## config.mk

```make
export PLATFORM = sky130hd
export DESIGN_NAME = sram_bist_ctrl
export DESIGN_NICKNAME = d
export VERILOG_FILES = /design/src/rtl/sram_bist_ctrl.sv
export SDC_FILE = /design/constraint.sdc
export NUM_CORES = 1
export LEC_CHECK = 0
export CORE_ASPECT_RATIO = 1.75
export CORE_MARGIN = 2
export CORE_UTILIZATION = 43
export DETAILED_ROUTE_END_ITERATION = 8
export PLACE_DENSITY = 0.83
export SKIP_CTS_REPAIR_TIMING = 1
export SLEW_MARGIN = 5
export SYNTH_ARGS = -nofsm -noshare
export SYNTH_HDL_FRONTEND = slang
export SYNTH_SLANG_ARGS = --single-unit
```

## constraint.sdc

```tcl
create_clock -name clk -period 2.84 [get_ports clk]
set_input_delay 0.284 -clock clk [delete_from_list [all_inputs] [get_ports clk]]
set_output_delay 0.284 -clock clk [all_outputs]
set_load 0.005 [all_outputs]
```

## src/rtl/sram_bist_ctrl.sv

```systemverilog
// March C- built-in self-test initiator for a single-port SRAM.
// Issues one op per cycle, compares delayed read data and records the first failure.
module sram_bist_ctrl #(
   parameter int               WIDTH  = 32,
   parameter int               DEPTH  = 1024,
   parameter int               RD_LAT = 1,
   parameter logic [WIDTH-1:0] BG     = '0,
   localparam int              AW     = $clog2(DEPTH)
) (
   input  logic             clk,
   input  logic             rst,
   input  logic             start,
   output logic             busy,
   output logic             done,
   output logic             pass,
   output logic             fail,
   output logic [AW-1:0]    fail_addr,
   output logic [WIDTH-1:0] fail_data,
   output logic [15:0]      err_cnt,
   output logic             mem_wren,
   output logic             mem_rden,
   output logic [AW-1:0]    mem_addr,
   output logic [WIDTH-1:0] mem_wr_data,
   input  logic [WIDTH-1:0] mem_rd_data
);

   typedef enum logic [2:0] {IDLE, M0, M1, M2, M3, M4, M5, DRAIN} state_t;

   localparam logic [AW-1:0] LAST = AW'(DEPTH - 1);

   state_t           state;
   state_t           nxt_state;
   logic             phase;
   logic             nxt_phase;
   logic [AW-1:0]    nxt_addr;
   logic             nxt_wr;
   logic             nxt_rd;
   logic [2:0]       drain_cnt;
   logic             cmp_err;
   logic             pipe_v    [RD_LAT];
   logic [AW-1:0]    pipe_addr [RD_LAT];
   logic [WIDTH-1:0] pipe_exp  [RD_LAT];

   function automatic logic is_down(state_t s);
      return s inside {M3, M4, M5};
   endfunction

   function automatic logic is_pair(state_t s);
      return s inside {M1, M2, M3, M4};
   endfunction

   function automatic logic is_read(state_t s);
      return s inside {M1, M2, M3, M4, M5};
   endfunction

   function automatic logic [WIDTH-1:0] rd_pat(state_t s);
      return (s inside {M2, M4}) ? ~BG : BG;
   endfunction

   function automatic logic [WIDTH-1:0] wr_pat(state_t s);
      return (s inside {M1, M3}) ? ~BG : BG;
   endfunction

   function automatic state_t succ(state_t s);
      case (s)
         M0:      return M1;
         M1:      return M2;
         M2:      return M3;
         M3:      return M4;
         M4:      return M5;
         M5:      return DRAIN;
         default: return s;
      endcase
   endfunction

   // Next op: read then write at one address, then step; terminal address hands over to the next element.
   always_comb begin
      nxt_state = state;
      nxt_phase = 1'b0;
      nxt_addr  = mem_addr;
      if (is_pair(state) && !phase) begin
         nxt_phase = 1'b1;
      end else if (mem_addr == (is_down(state) ? '0 : LAST)) begin
         nxt_state = succ(state);
         if (nxt_state != DRAIN)
            nxt_addr = is_down(nxt_state) ? LAST : '0;
      end else begin
         nxt_addr = is_down(state) ? mem_addr - AW'(1) : mem_addr + AW'(1);
      end
      nxt_wr = (nxt_state == M0) || nxt_phase;
      nxt_rd = is_read(nxt_state) && !nxt_phase;
   end

   assign cmp_err = pipe_v[RD_LAT-1] && (mem_rd_data != pipe_exp[RD_LAT-1]);

   always_ff @(posedge clk) begin
      if (rst) begin
         state       <= IDLE;
         phase       <= 1'b0;
         drain_cnt   <= '0;
         busy        <= 1'b0;
         done        <= 1'b0;
         pass        <= 1'b0;
         fail        <= 1'b0;
         fail_addr   <= '0;
         fail_data   <= '0;
         err_cnt     <= '0;
         mem_wren    <= 1'b0;
         mem_rden    <= 1'b0;
         mem_addr    <= '0;
         mem_wr_data <= '0;
         for (int i = 0; i < RD_LAT; i++) begin
            pipe_v[i]    <= 1'b0;
            pipe_addr[i] <= '0;
            pipe_exp[i]  <= '0;
         end
      end else begin
         // state is aligned with the op on the port, so it names the expected read pattern
         pipe_v[0]    <= mem_rden;
         pipe_addr[0] <= mem_addr;
         pipe_exp[0]  <= rd_pat(state);
         for (int i = 1; i < RD_LAT; i++) begin
            pipe_v[i]    <= pipe_v[i-1];
            pipe_addr[i] <= pipe_addr[i-1];
            pipe_exp[i]  <= pipe_exp[i-1];
         end

         if (cmp_err) begin
            if (err_cnt != 16'hFFFF)
               err_cnt <= err_cnt + 16'd1;
            if (!fail) begin
               fail      <= 1'b1;
               fail_addr <= pipe_addr[RD_LAT-1];
               fail_data <= mem_rd_data;
            end
         end

         unique case (state)
            IDLE: begin
               if (start) begin
                  state       <= M0;
                  phase       <= 1'b0;
                  busy        <= 1'b1;
                  done        <= 1'b0;
                  pass        <= 1'b0;
                  fail        <= 1'b0;
                  fail_addr   <= '0;
                  fail_data   <= '0;
                  err_cnt     <= '0;
                  mem_wren    <= 1'b1;
                  mem_rden    <= 1'b0;
                  mem_addr    <= '0;
                  mem_wr_data <= BG;
               end
            end
            DRAIN: begin
               if (drain_cnt == 3'(RD_LAT - 1)) begin
                  state <= IDLE;
                  busy  <= 1'b0;
                  done  <= 1'b1;
                  pass  <= (err_cnt == 16'd0) && !cmp_err;
               end else begin
                  drain_cnt <= drain_cnt + 3'd1;
               end
            end
            default: begin
               state       <= nxt_state;
               phase       <= nxt_phase;
               drain_cnt   <= '0;
               mem_addr    <= nxt_addr;
               mem_wren    <= nxt_wr;
               mem_rden    <= nxt_rd;
               mem_wr_data <= nxt_wr ? wr_pat(nxt_state) : '0;
            end
         endcase
      end
   end

endmodule

```

== After elaboration in Yosys (flattened, before gate mapping) ==
Memory sizes are Yosys's and may differ from the RTL's.
Index checks and enable logic that the tools add are counted.
Storage, ports and cells
  bits in registers: 113
  bits in writable memories: 43
  bits of input ports: 35
  logic and storage cells: 133
  memories: 3
Memories
  pipe_exp: depth 1, width 32, read ports 1, clocked after memory_dff 0, write ports 1, line 42  | logic [WIDTH-1:0] pipe_exp [RD_LAT];
  pipe_addr: depth 1, width 10, read ports 1, clocked after memory_dff 0, write ports 1, line 41  | logic [AW-1:0] pipe_addr [RD_LAT];
  pipe_v: depth 1, width 1, read ports 1, clocked after memory_dff 0, write ports 1, line 40  | logic pipe_v [RD_LAT];
Operators by class
  $add $sub $neg: 4
  eq/ne operators: 25
  multiplexer cells: 59
  bitwise operators: 2
  reductions and logical operators: 26
Operators with widths (number)
  2-to-1 mux 32 bit: 9
  2-to-1 mux 10 bit: 12
  2-to-1 mux 16 bit: 4
  case mux 32 bit (2 select lines): 1
  != test 32 bit: 1
  OR reduction 32 bit: 1
  equality test 3 bit (second input constant): 10
  2-to-1 mux 3 bit: 7
  case mux 10 bit (2 select lines): 1
  case mux 3 bit (6 select lines): 1
  adder 16 x 1 -> 16 bit (second input constant): 1
  zero test 16 bit: 1
  2-to-1 mux 1 bit: 16
  != test 16 bit (second input constant): 1
  equality test 3 x 2 -> 1 bit (second input constant): 4
  case mux 1 bit (2 select lines): 6
  case mux 3 bit (2 select lines): 2
  adder 10 x 1 -> 10 bit (second input constant): 1
  equality test 10 bit: 1
  OR reduction 10 bit: 1
  subtractor 10 x 1 -> 10 bit (second input constant): 1
  equality test 3 x 1 -> 1 bit (second input constant): 2
  zero test 3 bit: 2
  != test 2 bit (second input constant): 3
  other kinds (16): 27

== Depth between registers and ports, before layout ==
  depth after elaboration: 13
  depth in mapped cells: 11
  mapped depth without buffers: 9

== Least setup slack after synthesis ==
Ideal clock, no wire load.
  kind: register to register
  from: reg state[2]
  to: reg mem_addr[9]
  setup time: 0.120 ns
  data arrival time: 2.636 ns
  slack: 0.085 ns
  cell stages (with the launch flop): 10
  cells stage by stage: dfxtp_1 clkbuf_1 a21boi_2 ha_1 and3_1 a221oi_1 o221ai_1 o21ai_0 a21oi_1 a211o_1
On the way
  word-level cells in the longest chain between the ends: 11
Ends and longest elaborated chain
  from (decl): line 31  | state_t state;
  from (signal assigned): line 167  | state <= nxt_state;
  equality test 3 bit, or another cell as far along: line 45, 65
  case mux 3 bit (6 select lines): line 65  | case (s)
  2-to-1 mux 3 bit: line 83  | end else if (mem_addr == (is_down(state) ? '0 : LAST)) begin
  2-to-1 mux 3 bit: line 81  | if (is_pair(state) && !phase) begin
  equality test 3 bit: line 45  | return s inside {M3, M4, M5};
  nonzero test 3 bit: line 45
  2-to-1 mux 10 bit: line 86  | nxt_addr = is_down(nxt_state) ? LAST : '0;
  2-to-1 mux 10 bit: line 85  | if (nxt_state != DRAIN)
  2-to-1 mux 10 bit: line 83
  2-to-1 mux 10 bit: line 81
  case mux 10 bit (2 select lines): line 138  | unique case (state)
  to (signal assigned): line 170  | mem_addr <= nxt_addr;
  to (decl): line 22  | output logic [AW-1:0] mem_addr,
Several ways; a longest one is shown, not always the timed one. The select of a mux whose other input is x is not followed.
A chain may end at the register's enable or synchronous reset.

== Worst setup path in the final report ==
Same ends and word-level chain as after synthesis.

==> results.cfg <==
[cts]
cts_root_buf = clkbuf_16
clk_latency_ns = 0.34
h-tree-depth = 3
path_clk_slew_ns = 0.07
cts_max_path_buffers = 2
cts_tree = done
cts_buffers = 9
clock-sinks = 94

[global_routing]
antenna_found_initial = 0
grt_util_all_layers_pct = 20.0
grt_pass1_vias = 4332
grt_max_degree = 35
grt_pass1_wl_um = 19700
grt-ovfl-total = 0

[placed_design]
port_buffers = 140
dpl.cell_count = 769
hpwl_um = 8910
gp_congestion = 0.919

[power]
p_switching_w = 0.000628
comb_power_share_pct = 5.7
ir_worst_vdd_mv = 0.323
power_w = 0.00264
power.internal_w = 0.00201
power_leakage_nw = 2.59
sequentialPowerShare_pct = 50.3
clock_power_share_pct = 44.0
p_per_area_nw_per_um2 = 415
switching_share_pct = 23.8

[setup_path]
required_ns = 3.08
cp_max_fo = 8
cp.arrival_ns = 2.83
rrSetupSlack_ns = 0.25
r2r-end = mem_addr[9]$_SDFFE_PP0P_
critPathLaunch = state[2]$_SDFFE_PP0P_
worstSetupPathType = register to register
endpoint_kind = register
endpoint = mem_addr[9]$_SDFFE_PP0P_
r2r-start = state[2]$_SDFFE_PP0P_
r2r_cells = 8
startpoint_type = register

[detailed_routing]
ant_nets = 0
drc = 0
drt-initial-drc-count = 221
post_drt_wl_per_cell_um = 15.4
wl_um = 12100
vias_per_cell = 5.60
drtPass1Iterations = 4
via_count = 4399

[min_path]
hold_path_class = register to register

[finish]
drive_gt1_share_pct = 6.87
fin_cells = 785
nets = 698
fill_cells = 896
diodes = 0
area_delta_synth_final_pct = 34.8
multi_input_area_um2 = 2390
seqCellArea_um2 = 1880

[synthesis]
yosysMostFrequentCell = dfxtp_1
synth_commonest_cells = dfxtp_1 (94), nor2_1 (75), mux2i_1 (46), buf_4 (32), a21oi_1 (30)
syn_nets = 589
synth_cell_types = 57
synth_top_area_cell = dfxtp_1
synth_cells = 541
synth-main-ff-cell = dfxtp_1
synth_area_um2 = 4720
yosysSeqAreaShare_pct = 39.9
synth_top_area_share_pct = 39.9
netlist_top_cells_area = dfxtp_1 (40%), mux2i_1 (9.8%), nor2_1 (6.0%)
syn_avg_cell_area_um2 = 8.73
synth-edff-count = 0
async_flop_share_pct = 0
synth_warnings = 0
ys_ff_latch = 94

[timing]
finalMaxSlewViolations = 0
fin_skew_ns = 0.00365
final-setup-viol-count = 0
layout_min_cycle_time_ns = 2.59
timing.fmax_mhz = 386
maxSlewHeadroom_pct = 40.6
grt_setup_unrepaired = no
worst_pin_slew_ns = 0.890
hold_violations = 0
finalCritPeriodShare_pct = 91.2
fin_setup_tns_ns = 0

[floorplanning]
pin_count = 141
rows = 50
dieHeight_um = 143
dieWidth_um = 83.2
coreArea_um2 = 10700
die_area_um2 = 11900
initial_core_util_pct = 44.1

[job]
drv_cap = 0

[status]
status = finished, final reports clean
logic make-up after synthesis:
kind of cell | Yosys count | share of synthesized area (%)
simple gates | 206 | 21.9
mux | 46 | 9.75
compound gates | 98 | 14.2
buf+inv | 78 | 9.59
flops | 94 | 39.9
fa+ha+maj | 13 | 3.60
xor+xnor | 6 | 1.11
power by group through the flow:
stage / Sequential (W) / Combinational [W] / Clock [W]
2_1_floorplan: 0.00136 / 0.0000589 / 0
3_5_place_dp: 0.00136 / 0.000149 / 0
5_1_grt: 0.00133 / 0.000162 / 0.00124
6_report: 0.00133 / 0.000151 / 0.00116
4_1_cts: 0.00133 / 0.000151 / 0.00119
3_3_place_gp: 0.00136 / 0.000147 / 0
worst max-delay path, cell delays in order (launching register included):
cell	delay [ns]
dfxtp_1	0.34
a21boi_2	0.42
ha_1	0.39
and3_1	0.21
a221oi_1	0.38
o221ai_1	0.21
o21ai_0	0.18
a21oi_1	0.08
a211o_1	0.27
worst min path at each step:
stage                                     from                 endpoint  cells after the start
floorplan                       mem_rd_data[0]  fail_data[0]$_SDFF_PP0_                      2
global placement    pipe_addr[0][6]$_SDFF_PP0_  fail_addr[6]$_SDFF_PP0_                      2
detailed placement  pipe_addr[0][9]$_SDFF_PP0_  fail_addr[9]$_SDFF_PP0_                      2
CTS                 pipe_addr[0][9]$_SDFF_PP0_  fail_addr[9]$_SDFF_PP0_                      2
global route        pipe_addr[0][2]$_SDFF_PP0_  fail_addr[2]$_SDFF_PP0_                      2
finish              pipe_addr[0][9]$_SDFF_PP0_  fail_addr[9]$_SDFF_PP0_                      2
metal layers:
metal / track usage, % / up-vias / wire (µm)
met5: 0 / - / 0
met4: 8.71 / 0 / 263
met3: 5.20 / 24 / 830
met2: 37.1 / 198 / 6200
met1: 21.1 / 2051 / 4770
li1: - / 2126 / -
cell usage in the layout, fill, tap and decap left out, types with 4 or more instances in the layout:
master | synthesis | layout
o21ai_0 | 12 | 12
nand2_1 | 29 | 29
xnor2_1 | 4 | 4
and3_1 | 7 | 7
dfxtp_1 | 94 | 94
nor4_1 | 9 | 9
nor3_1 | 12 | 12
or4_1 | 7 | 7
and2_1 | 4 | 4
o21ai_1 | 4 | 4
buf_4 | 32 | 14
a21o_1 | 7 | 7
nor2b_1 | 5 | 5
a21oi_1 | 30 | 30
a211oi_1 | 5 | 5
mux2i_1 | 46 | 46
clkinv_4 | 0 | 4
or3_1 | 10 | 10
nand4_1 | 11 | 11
o22ai_1 | 4 | 4
o211ai_1 | 4 | 4
nor2_1 | 75 | 75
o32ai_1 | 7 | 7
clkbuf_16 | 0 | 9
ha_1 | 12 | 12
inv_1 | 19 | 19
nand3_1 | 20 | 20
clkdlybuf4s50_1 | 0 | 140
metrics by stage:
stage	utilization, %	setup WS, ns	instance area [µm²]	hold slack (ns)
after global routing	59.5	0.0182	6360	0.495
after CTS	59.5	0.246	6360	0.474
after floorplan	-	0.0846	4720	0.428
after global placement	56.8	0.0576	6070	0.441
after detailed placement	56.8	0.0473	6070	0.458
final	59.5	0.250	6360	0.466
registers in the layout, indices dropped and copies added, names as in the netlist, 3 cells and up:
name and flops:
drain_cnt 3, err_cnt 16, fail_addr 10, fail_data 32, mem_addr 10, pipe_addr 10, state 3
area by class of cell:
| cell class | count | share of cell area, % |
|---|---|---|
| Timing Repair Buffer | 157 | 24.6 |
| Inverter | 19 | 1.12 |
| Multi-Input combinational cell | 369 | 37.6 |
| Clock buffer | 9 | 3.54 |
| Sequential cell | 94 | 29.6 |
| Clock inverter | 7 | 1.04 |
| Tap cell | 130 | 2.56 |
(Power assumes the default switching activity.)
